===== config.mk =====
export PLATFORM = sky130hd
export DESIGN_NAME = sma_engine_pipe_flat
export DESIGN_NICKNAME = d
export VERILOG_FILES = /design/src/rtl/sma_pkg.sv /design/src/rtl/sma_engine_pipe_if.sv /design/src/rtl/sma_bounds_decode.sv /design/src/rtl/sma_engine_pipe.sv /design/src/flat_wrapper.sv
export SDC_FILE = /design/constraint.sdc
export NUM_CORES = 1
export LEC_CHECK = 0
export ABC_AREA = 0
export CORE_MARGIN = 1
export CORE_UTILIZATION = 25
export CTS_BUF_LIST = sky130_fd_sc_hd__clkbuf_8
export DETAILED_ROUTE_END_ITERATION = 8
export PLACE_DENSITY = 0.41
export SYNTH_ARGS = -nofsm -noshare
export SYNTH_HDL_FRONTEND = slang
export SYNTH_SLANG_ARGS = --single-unit

===== constraint.sdc =====
create_clock -name clk -period 4.2 [get_ports clk]
set_clock_uncertainty 0.15 [all_clocks]
set_input_delay 0.42 -clock clk [delete_from_list [all_inputs] [get_ports clk]]
set_output_delay 0.42 -clock clk [all_outputs]
set_load 0.02 [all_outputs]

===== src/rtl/sma_pkg.sv =====
// Shared definitions for the SMA bounds engine: field layout, policy and bounds math.
package sma_pkg;

  // Default field layout of a tagged pointer (MSB first: b_size, l_size, ..., address).
  localparam int DEF_WORD_WIDTH   = 64;
  localparam int DEF_BSIZE_WIDTH  = 6;
  localparam int DEF_LENGTH_WIDTH = 4;
  localparam int DEF_PTR_WIDTH    = 48;
  localparam int DEF_TAG_WIDTH    = 4;
  localparam int DEF_CNT_WIDTH    = 16;

  // Widest word the bounds function handles; narrower words are masked down.
  localparam int MAX_WORD = 64;
  localparam logic [MAX_WORD-1:0] ONE_W = MAX_WORD'(1);

  typedef enum logic {
    CLAMP = 1'b0,
    TRAP  = 1'b1
  } policy_e;

  typedef struct packed {
    logic [MAX_WORD-1:0] lower;
    logic [MAX_WORD-1:0] last;
  } bounds_t;

  // Lowest legal address and last legal access-aligned address of an object.
  function automatic bounds_t calc_bounds(
    input logic [MAX_WORD-1:0] ptr,
    input logic [7:0]          b_size,
    input logic [MAX_WORD-1:0] l_size,
    input logic [2:0]          access_type,
    input int unsigned         word_w
  );
    logic [MAX_WORD-1:0] mask;
    logic [MAX_WORD-1:0] upper;
    int unsigned         lsh;
    bounds_t             b;
    mask = {MAX_WORD{1'b1}} >> (32'(MAX_WORD) - word_w);
    lsh  = 32'(b_size) + 32'd4;
    // Alignment shift past the word leaves no address bits in the base.
    if (lsh >= word_w) b.lower = '0;
    else               b.lower = ptr & (mask << lsh);
    upper  = (b.lower | (l_size << b_size)) & mask;
    b.last = (upper - ONE_W) & mask & (mask << access_type);
    return b;
  endfunction

endpackage


===== src/rtl/sma_engine_pipe_if.sv =====
// Request/result handshake and fault status bundle of the SMA engine.
interface sma_engine_pipe_if #(
  parameter int WORD_WIDTH = 64,
  parameter int TAG_WIDTH  = 4,
  parameter int CNT_WIDTH  = 16
);
  logic                  in_valid;
  logic                  in_ready;
  logic [2:0]            access_type;
  logic [WORD_WIDTH-1:0] tagged_pointer;
  logic [WORD_WIDTH-1:0] increment;
  logic [TAG_WIDTH-1:0]  in_tag;
  logic                  trap_en;
  logic                  out_valid;
  logic                  out_ready;
  logic [WORD_WIDTH-1:0] sma_address;
  logic                  overflow;
  logic                  underflow;
  logic                  trap;
  logic [TAG_WIDTH-1:0]  out_tag;
  logic                  fault_clear;
  logic [1:0]            fault_sticky;
  logic [CNT_WIDTH-1:0]  fault_count;

  modport master (
    output in_valid, access_type, tagged_pointer, increment, in_tag, trap_en,
           out_ready, fault_clear,
    input  in_ready, out_valid, sma_address, overflow, underflow, trap, out_tag,
           fault_sticky, fault_count
  );

  modport slave (
    input  in_valid, access_type, tagged_pointer, increment, in_tag, trap_en,
           out_ready, fault_clear,
    output in_ready, out_valid, sma_address, overflow, underflow, trap, out_tag,
           fault_sticky, fault_count
  );
endinterface


===== src/rtl/sma_bounds_decode.sv =====
// Combinational decode of a tagged pointer into address, object bounds and empty flag.
module sma_bounds_decode
  import sma_pkg::*;
#(
  parameter int WORD_WIDTH   = DEF_WORD_WIDTH,
  parameter int BSIZE_WIDTH  = DEF_BSIZE_WIDTH,
  parameter int LENGTH_WIDTH = DEF_LENGTH_WIDTH,
  parameter int PTR_WIDTH    = DEF_PTR_WIDTH
) (
  input  logic [WORD_WIDTH-1:0] i_tagged_pointer,
  input  logic [2:0]            i_access_type,
  output logic [WORD_WIDTH-1:0] o_ptr,
  output logic [WORD_WIDTH-1:0] o_lower,
  output logic [WORD_WIDTH-1:0] o_last,
  output logic                  o_empty
);
  localparam logic [WORD_WIDTH-1:0] PTR_MASK = WORD_WIDTH'({PTR_WIDTH{1'b1}});

  logic [BSIZE_WIDTH-1:0]  w_b_size;
  logic [LENGTH_WIDTH-1:0] w_l_size;
  bounds_t                 w_bounds;

  assign w_b_size = i_tagged_pointer[WORD_WIDTH-1 -: BSIZE_WIDTH];
  assign w_l_size = i_tagged_pointer[WORD_WIDTH-BSIZE_WIDTH-1 -: LENGTH_WIDTH];
  assign o_ptr    = i_tagged_pointer & PTR_MASK;
  assign o_empty  = (w_l_size == '0);

  // Bounds math shared with any other consumer through the package function.
  always_comb begin
    w_bounds = calc_bounds(MAX_WORD'(o_ptr), 8'(w_b_size), MAX_WORD'(w_l_size),
                           i_access_type, WORD_WIDTH);
  end

  assign o_lower = w_bounds.lower[WORD_WIDTH-1:0];
  assign o_last  = w_bounds.last[WORD_WIDTH-1:0];
endmodule


===== src/rtl/sma_engine_pipe.sv =====
// Two-stage pipelined SMA bounds engine: decode/sum, then compare/select, with fault accounting.
module sma_engine_pipe
  import sma_pkg::*;
#(
  parameter int WORD_WIDTH   = DEF_WORD_WIDTH,
  parameter int BSIZE_WIDTH  = DEF_BSIZE_WIDTH,
  parameter int LENGTH_WIDTH = DEF_LENGTH_WIDTH,
  parameter int PTR_WIDTH    = DEF_PTR_WIDTH,
  parameter int TAG_WIDTH    = DEF_TAG_WIDTH,
  parameter int CNT_WIDTH    = DEF_CNT_WIDTH
) (
  input logic              clk,
  input logic              rst_n,
  sma_engine_pipe_if.slave bus
);
  localparam int W = WORD_WIDTH;

  logic [W-1:0] w_ptr, w_lower, w_last;
  logic         w_empty;
  logic [W:0]   w_sum;

  sma_bounds_decode #(
    .WORD_WIDTH   (WORD_WIDTH),
    .BSIZE_WIDTH  (BSIZE_WIDTH),
    .LENGTH_WIDTH (LENGTH_WIDTH),
    .PTR_WIDTH    (PTR_WIDTH)
  ) u_decode (
    .i_tagged_pointer (bus.tagged_pointer),
    .i_access_type    (bus.access_type),
    .o_ptr            (w_ptr),
    .o_lower          (w_lower),
    .o_last           (w_last),
    .o_empty          (w_empty)
  );

  // One extra bit keeps the sign of ptr + increment.
  assign w_sum = {1'b0, w_ptr} + {bus.increment[W-1], bus.increment};

  logic                 r_s1_valid, r_s1_empty;
  logic [TAG_WIDTH-1:0] r_s1_tag;
  policy_e              r_s1_policy;
  logic [W-1:0]         r_s1_lower, r_s1_last;
  logic [W:0]           r_s1_sum;

  logic                 r_s2_valid, r_s2_ovf, r_s2_unf, r_s2_trap;
  logic [TAG_WIDTH-1:0] r_s2_tag;
  logic [W-1:0]         r_s2_addr;

  logic [1:0]           r_sticky;
  logic [CNT_WIDTH-1:0] r_count;

  logic w_s2_adv, w_in_ready, w_out_fire;
  assign w_s2_adv   = !r_s2_valid || bus.out_ready;
  assign w_in_ready = !r_s1_valid || w_s2_adv;
  assign w_out_fire = r_s2_valid && bus.out_ready;

  // Stage 1: capture decoded bounds and the signed sum of an accepted request.
  always_ff @(posedge clk or negedge rst_n) begin
    if (!rst_n) begin
      r_s1_valid  <= 1'b0;
      r_s1_empty  <= 1'b0;
      r_s1_tag    <= '0;
      r_s1_policy <= CLAMP;
      r_s1_lower  <= '0;
      r_s1_last   <= '0;
      r_s1_sum    <= '0;
    end else if (w_in_ready) begin
      r_s1_valid <= bus.in_valid;
      if (bus.in_valid) begin
        r_s1_empty  <= w_empty;
        r_s1_tag    <= bus.in_tag;
        r_s1_policy <= policy_e'(bus.trap_en);
        r_s1_lower  <= w_lower;
        r_s1_last   <= w_last;
        r_s1_sum    <= w_sum;
      end
    end
  end

  logic         w_neg, w_range, w_ovf, w_unf, w_fault, w_trap;
  logic [W-1:0] w_sum_lo, w_addr;

  assign w_neg    = r_s1_sum[W];
  assign w_sum_lo = r_s1_sum[W-1:0];
  assign w_range  = |w_sum_lo[W-1:PTR_WIDTH];
  // Overflow takes priority, so underflow is masked whenever overflow holds.
  assign w_ovf    = r_s1_empty || (!w_neg && (w_range || (w_sum_lo > r_s1_last)));
  assign w_unf    = !w_ovf && (w_neg || (w_sum_lo < r_s1_lower));
  assign w_fault  = w_ovf || w_unf;
  assign w_trap   = w_fault && (r_s1_policy == TRAP);

  // Result select: trap zeroes, clamp pins to the violated bound (empty objects pin low).
  always_comb begin
    w_addr = w_sum_lo;
    if (w_trap)                    w_addr = '0;
    else if (w_unf || r_s1_empty)  w_addr = r_s1_lower;
    else if (w_ovf)                w_addr = r_s1_last;
  end

  // Stage 2: output register, held stable while the consumer stalls.
  always_ff @(posedge clk or negedge rst_n) begin
    if (!rst_n) begin
      r_s2_valid <= 1'b0;
      r_s2_ovf   <= 1'b0;
      r_s2_unf   <= 1'b0;
      r_s2_trap  <= 1'b0;
      r_s2_tag   <= '0;
      r_s2_addr  <= '0;
    end else if (w_s2_adv) begin
      r_s2_valid <= r_s1_valid;
      if (r_s1_valid) begin
        r_s2_ovf  <= w_ovf;
        r_s2_unf  <= w_unf;
        r_s2_trap <= w_trap;
        r_s2_tag  <= r_s1_tag;
        r_s2_addr <= w_addr;
      end
    end
  end

  // Fault accounting on accepted results; an explicit clear overrides a same-cycle fault.
  always_ff @(posedge clk or negedge rst_n) begin
    if (!rst_n) begin
      r_sticky <= '0;
      r_count  <= '0;
    end else if (bus.fault_clear) begin
      r_sticky <= '0;
      r_count  <= '0;
    end else if (w_out_fire && (r_s2_ovf || r_s2_unf)) begin
      r_sticky <= r_sticky | {r_s2_ovf, r_s2_unf};
      if (r_count != {CNT_WIDTH{1'b1}}) r_count <= r_count + CNT_WIDTH'(1);
    end
  end

  assign bus.in_ready     = w_in_ready;
  assign bus.out_valid    = r_s2_valid;
  assign bus.sma_address  = r_s2_addr;
  assign bus.overflow     = r_s2_ovf;
  assign bus.underflow    = r_s2_unf;
  assign bus.trap         = r_s2_trap;
  assign bus.out_tag      = r_s2_tag;
  assign bus.fault_sticky = r_sticky;
  assign bus.fault_count  = r_count;
endmodule


===== src/flat_wrapper.sv =====
// flat-port wrapper written by rule: the top's interface ports become plain ports
module sma_engine_pipe_flat import sma_pkg::*;
#(
  parameter int WORD_WIDTH   = DEF_WORD_WIDTH,
  parameter int BSIZE_WIDTH  = DEF_BSIZE_WIDTH,
  parameter int LENGTH_WIDTH = DEF_LENGTH_WIDTH,
  parameter int PTR_WIDTH    = DEF_PTR_WIDTH,
  parameter int TAG_WIDTH    = DEF_TAG_WIDTH,
  parameter int CNT_WIDTH    = DEF_CNT_WIDTH
)
  (clk, rst_n, bus_in_valid, bus_access_type, bus_tagged_pointer, bus_increment, bus_in_tag, bus_trap_en, bus_out_ready, bus_fault_clear, bus_in_ready, bus_out_valid, bus_sma_address, bus_overflow, bus_underflow, bus_trap, bus_out_tag, bus_fault_sticky, bus_fault_count);
  sma_engine_pipe_if #(.WORD_WIDTH(WORD_WIDTH), .TAG_WIDTH(TAG_WIDTH), .CNT_WIDTH(CNT_WIDTH)) bus_i ();
  input logic clk;
  input logic rst_n;
  input wire logic [$bits(bus_i.in_valid)-1:0] bus_in_valid;
  input wire logic [$bits(bus_i.access_type)-1:0] bus_access_type;
  input wire logic [$bits(bus_i.tagged_pointer)-1:0] bus_tagged_pointer;
  input wire logic [$bits(bus_i.increment)-1:0] bus_increment;
  input wire logic [$bits(bus_i.in_tag)-1:0] bus_in_tag;
  input wire logic [$bits(bus_i.trap_en)-1:0] bus_trap_en;
  input wire logic [$bits(bus_i.out_ready)-1:0] bus_out_ready;
  input wire logic [$bits(bus_i.fault_clear)-1:0] bus_fault_clear;
  output wire logic [$bits(bus_i.in_ready)-1:0] bus_in_ready;
  output wire logic [$bits(bus_i.out_valid)-1:0] bus_out_valid;
  output wire logic [$bits(bus_i.sma_address)-1:0] bus_sma_address;
  output wire logic [$bits(bus_i.overflow)-1:0] bus_overflow;
  output wire logic [$bits(bus_i.underflow)-1:0] bus_underflow;
  output wire logic [$bits(bus_i.trap)-1:0] bus_trap;
  output wire logic [$bits(bus_i.out_tag)-1:0] bus_out_tag;
  output wire logic [$bits(bus_i.fault_sticky)-1:0] bus_fault_sticky;
  output wire logic [$bits(bus_i.fault_count)-1:0] bus_fault_count;
  assign bus_i.in_valid = bus_in_valid;
  assign bus_i.access_type = bus_access_type;
  assign bus_i.tagged_pointer = bus_tagged_pointer;
  assign bus_i.increment = bus_increment;
  assign bus_i.in_tag = bus_in_tag;
  assign bus_i.trap_en = bus_trap_en;
  assign bus_i.out_ready = bus_out_ready;
  assign bus_i.fault_clear = bus_fault_clear;
  assign bus_in_ready = bus_i.in_ready;
  assign bus_out_valid = bus_i.out_valid;
  assign bus_sma_address = bus_i.sma_address;
  assign bus_overflow = bus_i.overflow;
  assign bus_underflow = bus_i.underflow;
  assign bus_trap = bus_i.trap;
  assign bus_out_tag = bus_i.out_tag;
  assign bus_fault_sticky = bus_i.fault_sticky;
  assign bus_fault_count = bus_i.fault_count;
  sma_engine_pipe #(.WORD_WIDTH(WORD_WIDTH), .BSIZE_WIDTH(BSIZE_WIDTH), .LENGTH_WIDTH(LENGTH_WIDTH), .PTR_WIDTH(PTR_WIDTH), .TAG_WIDTH(TAG_WIDTH), .CNT_WIDTH(CNT_WIDTH)) u_core (.clk(clk), .rst_n(rst_n), .bus(bus_i));
endmodule

==> results of run 1 <==
[metrics by stage]
step            util  hold slack [ns]
2_1_floorplan      -          -0.0256
3_3_place_gp   0.341            0.308
3_5_place_dp   0.341            0.311
4_1_cts        0.357           0.0731
5_1_grt        0.359            0.119
6_report       0.359            0.145
[tightest hold or removal path: cells and delay by family]
family | cells | cell delay (ns)
buffers and inverters | 1 | 0.40
AND/OR/NAND/NOR | 2 | 0.10
[routing by layer]
metal	up-vias	track usage	routed length (um)
met5	-	0	31
met4	4	0.0656	2490
met3	123	0.0295	3620
met2	477	0.344	39400
met1	10000	0.288	40900
li1	10100	-	-
[cell families after synthesis]
logic type | share of synthesized area
flops | 0.345
mux | 0.0122
buf+inv | 0.0513
compound gates | 0.248
simple gates | 0.189
fa+ha+maj | 0.104
xor+xnor | 0.0511
[power breakdown]
group / internal, W / leakage (nW) / switching, W
combinational: 0.00195 / 8.38 / 0.00234
sequential: 0.00306 / 3.55 / 0.000399
clock: 0.00174 / 0.668 / 0.00139
total: 0.00674 / 12.6 / 0.00413
[placed cells by master (no fill, tap or decap), types with 13 or more instances in the layout]
cell	instances
o211ai_1	17
ha_1	164
nand2_1	354
o21ai_0	250
nand4_1	49
xnor2_1	70
dfrtp_1	274
o22ai_1	13
buf_4	473
nand2b_1	19
o21bai_1	14
a211oi_1	21
xor2_1	46
nor2_1	172
clkbuf_8	69
buf_12	15
clkdlybuf4s50_1	224
mux2_2	14
a31oi_1	25
o31ai_1	50
and2_1	15
and3_1	27
inv_1	151
nor3_1	36
a21boi_0	15
a21oi_1	201
a21o_1	26
nor2b_1	22
nand3_1	49
a22o_1	52
[path summary, 6_finish.rpt]
path | end | from | cells past startpoint | slack, ns
setup reg to reg | u_core.bus.sma_address[14] | u_core.r_s1_last[57] | 18 | 0.20
min in group asynchronous | u_core.bus.fault_count[5] | rst_n | 2 | 0.29
max in group asynchronous | u_core.r_s1_lower[36] | rst_n | 3 | 2.58
hold reg to reg | u_core.r_s1_tag[3] | u_core.r_s1_tag[3] | 2 | 0.32
setup / recovery | u_core.r_s1_last[30] | bus_tagged_pointer[58] | 13 | 0.08
hold / removal | u_core.r_s1_tag[2] | bus_in_tag[2] | 3 | 0.14
[layout make-up]
cell class                      count  area (sq um)  share of cell area
Antenna cell                        2          5.00            0.000177
Clock buffer                       69           950              0.0336
Clock inverter                     31           262             0.00924
Inverter                          142           533              0.0188
Multi-Input combinational cell   1907         12200               0.431
Sequential cell                   274          6860               0.242
Tap cell                         1050          1310              0.0464
Timing Repair Buffer              717          6170               0.218
[repair_timing]
item,4_1_cts,5_1_grt
pin swaps,1,6
cloned,1,0
hold buffers,1,0
endpoints found under the setup margin,30,85
hold endpoints to repair,105,0
resized for setup,9,14
setup buffers,1,4
[flip-flops by register name (all words and copies together), names as in the netlist]
register                 cells
u_core.r_s1_lower           48
u_core.r_s1_empty            1
u_core.r_s1_sum             65
u_core.bus.underflow         1
u_core.bus.sma_address      64
u_core.bus.out_tag           4
u_core.bus.overflow          1
u_core.bus.out_valid         1
u_core.r_s1_tag              4
u_core.r_s1_policy           1
u_core.r_s1_valid            1
u_core.bus.trap              1
u_core.r_s1_last            64
u_core.bus.fault_sticky      2
u_core.bus.fault_count      16
==> run_results.csv, run 1 <==
group,metric,value,unit
sta,post-route-period-util,0.981,
final_layout,final_area,28300,sq um
sta,period_needed,4.12,ns
synthesis,synth_area,19900,sq um
grt,grt_pass1_vias,20800,
synthesis,yosysWarningCount,0,
sta,setup_slack,0.0785,ns
clocking,cts_tree,"yes",
pwr,p_per_area,384,nW/um^2
synthesis,synth_edf_count,0,
synthesis,synth-seq-area-share,0.345,
critical_path,path_common_cell,"or4_1",
clocking,htree_levels,2,
critical_path,crit_family,"simple AND/OR/NAND/NOR gates",
critical_path,cp_cell_sequence,"clkdlybuf4s50_1, buf_12, mux2_4, a222oi_1, buf_4, o32ai_2, or4_1, or4_4, or4_1, or2_1, or3_1, xor2_1, o21ai_1",
critical_path,end_kind,"flop",
synthesis,netlist.area_leader.share,0.345,
synthesis,yosys.area.top_type,"dfrtp_1",
routing,drc,0,
synthesis,synth_flop_cell,"dfrtp_1",
sta,tightest_slew,0.975,ns
sta,slew_headroom,0.350,
pwr,leakagePower,12.6,nW
critical_path,path_buf_inv,3,
routing,ant_nets,0,
final_layout,nets,3403,
run_status,outcome,"completed",
critical_path,cp_slowest_stage_delay,0.57,ns
synthesis,synthTopCellsByArea,"dfrtp_1 34%, ha_1 10%, nand2_1 6.7%",
clocking,clockBufferDepth,3,
clocking,clk_transition_reported_paths,0.06,ns
sta,final-setup-viol-count,0,
critical_path,arrival,4.52,ns
place,dp_cells,4083,
sta,slew_viol_final,0,
sta,hold_violations,0,
pwr,ir_drop,0.163,mV
clocking,numCtsBuffers,55,
worst_hold_path,holdCritPathClass,"in2reg",
critical_path,critPathMaxFanout,3,
synthesis,synth_cells,2450,
die,fp.dieH,284,um
routing,via_per_inst,4.94,
critical_path,critPathSlowestCell,"or4_1",
critical_path,start_kind,"input pin",
die,start_util,0.252,
final_layout,drive_gt1_frac,0.205,
synthesis,syn_nets,2756,
place,dpl_cell_area,26900,sq um
routing,first_iter_violations,1135,
grt,grt_pass1_wl,131,mm
die,ioPinCount,232,
die,die_w,284,um
flow_run,maxCapViolations,0,
place,place_worst_setup_slack,-0.776,ns
clocking,cts_sinks,274,
die,rows,103,
routing,firstDrtPassIters,5,
sta,fmax,243,MHz
final_layout,n_fill_cell,8306,
synthesis,synth_most_common_cell,"nand2_1",
pwr,power,0.0109,W
grt,grt_use_total,0.212,
clocking,root_buffer,"clkbuf_8",
grt,antenna_found_initial,7,
final_layout,syn2layout_area_growth,42.3,%
grt,grt_max_degree,112,
grt,grt.overflow.total,0,
die,die-area,80600,sq um
synthesis,synthArstFlopShare,1.00,
synthesis,yosys_register_bits,274,
synthesis,yosysUniqueCellTypes,79,
critical_path,critPathRequiredTime,4.60,ns
clocking,clk_latency,0.67,ns
routing,vias,20700,
synthesis,syn_avg_cell_area,8.11,sq um
place,io_buffers,225,
place,hpwl,68.7,mm
routing,wire_per_inst,20.6,um
die,coreArea,78900,sq um
sta,timing.setup.tns,0,ns
sta,rsz0062_at_grt,"yes",
place,gp_congestion,0.921,
final_layout,instances_no_fill,4192,
routing,drt_wl_total,86.4,mm
synthesis,post_synth_most_frequent_cells,"356 x nand2_1, 274 x dfrtp_1, 251 x o21ai_0",
critical_path,crit_type,"in2reg",
Power figures use the tool's default switching activity.
==> run 2: changes to the inputs <==
Settings changed: REMOVE_ABC_BUFFERS from default to 1.
==> run_results.csv, run 2 (synthesis gave the netlist of run 1 again) <==
group,metric,value,unit
routing,vias,20800,
worst_hold_path,holdCritPathClass,"in2reg",
final_layout,layout_commonest_cell,"buf_4",
critical_path,rr_worst_depth,15,
routing,wire_per_inst,21.7,um
die,ioPinCount,232,
die,die_w,284,um
die,die-area,80600,sq um
critical_path,end_kind,"flop",
critical_path,path_buf_inv,6,
sta,period_needed,4.07,ns
routing,ant_nets,0,
worst_hold_path,hp-start,"bus_in_tag[1]",
final_layout,largest_register_ffs,65,
sta,post-route-period-util,0.970,
sta,rsz0062_at_grt,"no",
routing,first_iter_violations,1303,
flow_run,maxCapViolations,0,
place,hpwl,71.4,mm
final_layout,drive_gt1_frac,0.199,
clocking,cts_sinks,274,
clocking,root_buffer,"clkbuf_8",
critical_path,critPathRequiredTime,4.55,ns
die,coreArea,78900,sq um
sta,hold_violations,0,
place,dpl_cell_area,26700,sq um
grt,grt_pass1_vias,21200,
die,fp.dieH,284,um
critical_path,path_common_cell,"buf_4",
critical_path,critPathSlowestCell,"or4_1",
routing,drc,0,
pwr,clkPwrFrac,0.286,
critical_path,cp_cell_sequence,"clkdlybuf4s50_1, inv_1, ha_1, buf_4, o31ai_1, o32ai_1, or4_1, or4_4, buf_4, nor3_1, buf_4, buf_4, a41oi_1, o21ai_0, o21ai_0",
sta,final-setup-viol-count,0,
routing,via_per_inst,5.00,
sta,fmax,246,MHz
place,io_buffers,225,
clocking,cts_tree,"yes",
critical_path,r2r_end,"u_core.bus.sma_address[36]",
final_layout,final_area,28200,sq um
pwr,p_sw,0.00427,W
critical_path,crit_family,"simple AND/OR/NAND/NOR gates",
final_layout,syn2layout_area_growth,41.7,%
critical_path,cp_slowest_stage_delay,0.55,ns
pwr,p_int,0.00684,W
grt,antenna_found_initial,3,
pwr,power,0.0111,W
pwr,combPwrFrac,0.404,
pwr,ir_drop,0.215,mV
pwr,p_per_area,394,nW/um^2
place,gp_congestion,0.914,
pwr,leakagePower,12.5,nW
critical_path,start_kind,"input pin",
worst_hold_path,hold_depth,3,
die,rows,103,
final_layout,mostFrequentLayoutCells,"449 x buf_4, 354 x nand2_1, 274 x dfrtp_1",
worst_hold_path,min_to,"u_core.r_s1_tag[1]",
grt,grt_pass1_wl,136,mm
final_layout,nets,3381,
critical_path,arrival,4.42,ns
pwr,seq_power_share,0.311,
routing,firstDrtPassIters,5,
sta,tightest_slew,1.11,ns
clocking,clockBufferDepth,3,
critical_path,r2r_start,"u_core.r_s1_last[62]",
run_status,outcome,"completed",
pwr,p_sw_frac,0.384,
die,start_util,0.252,
clocking,clk_transition_reported_paths,0.06,ns
grt,grt_use_total,0.222,
sta,slew_viol_final,0,
clocking,clk_latency,0.67,ns
sta,slew_headroom,0.256,
routing,drt_wl_total,90.7,mm
clocking,htree_levels,2,
grt,grt_max_degree,92,
critical_path,crit_type,"in2reg",
final_layout,largest_register,"u_core.r_s1_sum",
grt,grt.overflow.total,0,
critical_path,critPathMaxFanout,3,
critical_path,r2r_slack,0.17,ns
clocking,numCtsBuffers,56,
run 2: metal layers:
layer  part of all wire  up-vias  wire, um  track usage
li1                   -    10100         -            -
met1               0.48    10200     43300        0.309
met2               0.46      477     41500        0.359
met3              0.041      100      3760       0.0273
met4              0.023        0      2070       0.0574
met5                  0        -         0            0
run 2: area by class of cell:
cell class                 instances  area [sq um]
antenna                            2          5.00
multi-input combinational       1907         12200
timing repair buffer             694          6020
fill                            8280         50700
inverter                         142           533
tap                             1050          1310
clock inverter                    29           236
sequential                       274          6860
clock buffer                      73          1000
run 2: through the flow:
step / std cells / setup TNS (ns) / util / worst slack, ns / hold WS, ns
after detailed placement: 4060 / -21.17 / 0.339 / -0.580 / 0.285
after global placement: 4060 / -21.33 / 0.339 / -0.610 / 0.282
final: 4171 / 0 / 0.357 / 0.127 / 0.135
after global routing: 4170 / 0 / 0.357 / 0.00127 / 0.104
after floorplan: 2323 / -295.39 / - / -2.60 / -0.0256
after CTS: 4163 / 0 / 0.355 / 0.00212 / 0.0816
run 2: worst max path at each step:
| stage | startpoint | end | slack, ns | cells past startpoint |
|---|---|---|---|---|
| after global routing | u_core.r_s1_last[62] | u_core.bus.sma_address[35] | 0.001 | 15 |
| after detailed placement | bus_tagged_pointer[58] | u_core.r_s1_last[42] | -0.58 | 14 |
| after floorplan | u_core.r_s1_sum[62] | u_core.bus.sma_address[16] | -2.60 | 11 |
| after CTS | u_core.r_s1_last[9] | u_core.bus.sma_address[55] | 0.002 | 14 |
| after global placement | bus_tagged_pointer[58] | u_core.r_s1_last[23] | -0.61 | 14 |
| final | bus_tagged_pointer[60] | u_core.r_s1_last[23] | 0.13 | 15 |
run 2: worst reg2reg max path, stage by stage, from the launching register on:
cell and delay [ns]:
dfrtp_1 0.40, inv_1 0.10, ha_1 0.30, nand4_1 0.13
or4_4 0.59, nor4_2 0.27, buf_4 0.19, and4_1 0.29
and3_1 0.28, a21oi_2 0.11, a21boi_4 0.21, buf_4 0.20
clkbuf_16 0.22, nor2_1 0.06, o31ai_1 0.34, a22o_1 0.18
run 2: timing repair:
item | CTS | global route
setup endpoints to repair | 6 | 62
endpoints found under the hold margin | 62 | 0
buffers inserted | 0 | 5
cloned | 0 | 1
pin swaps | 1 | 4
hold buffers | 1 | 0
gates resized for setup | 1 | 23
run 2: power groups by stage:
stage	registers, W	clock network (W)	logic [W]
final	0.00345	0.00317	0.00448
after global placement	0.00348	0	0.00437
after floorplan	0.00355	0	0.00205
after detailed placement	0.00349	0	0.00440
after global routing	0.00350	0.00342	0.00494
after CTS	0.00345	0.00330	0.00444
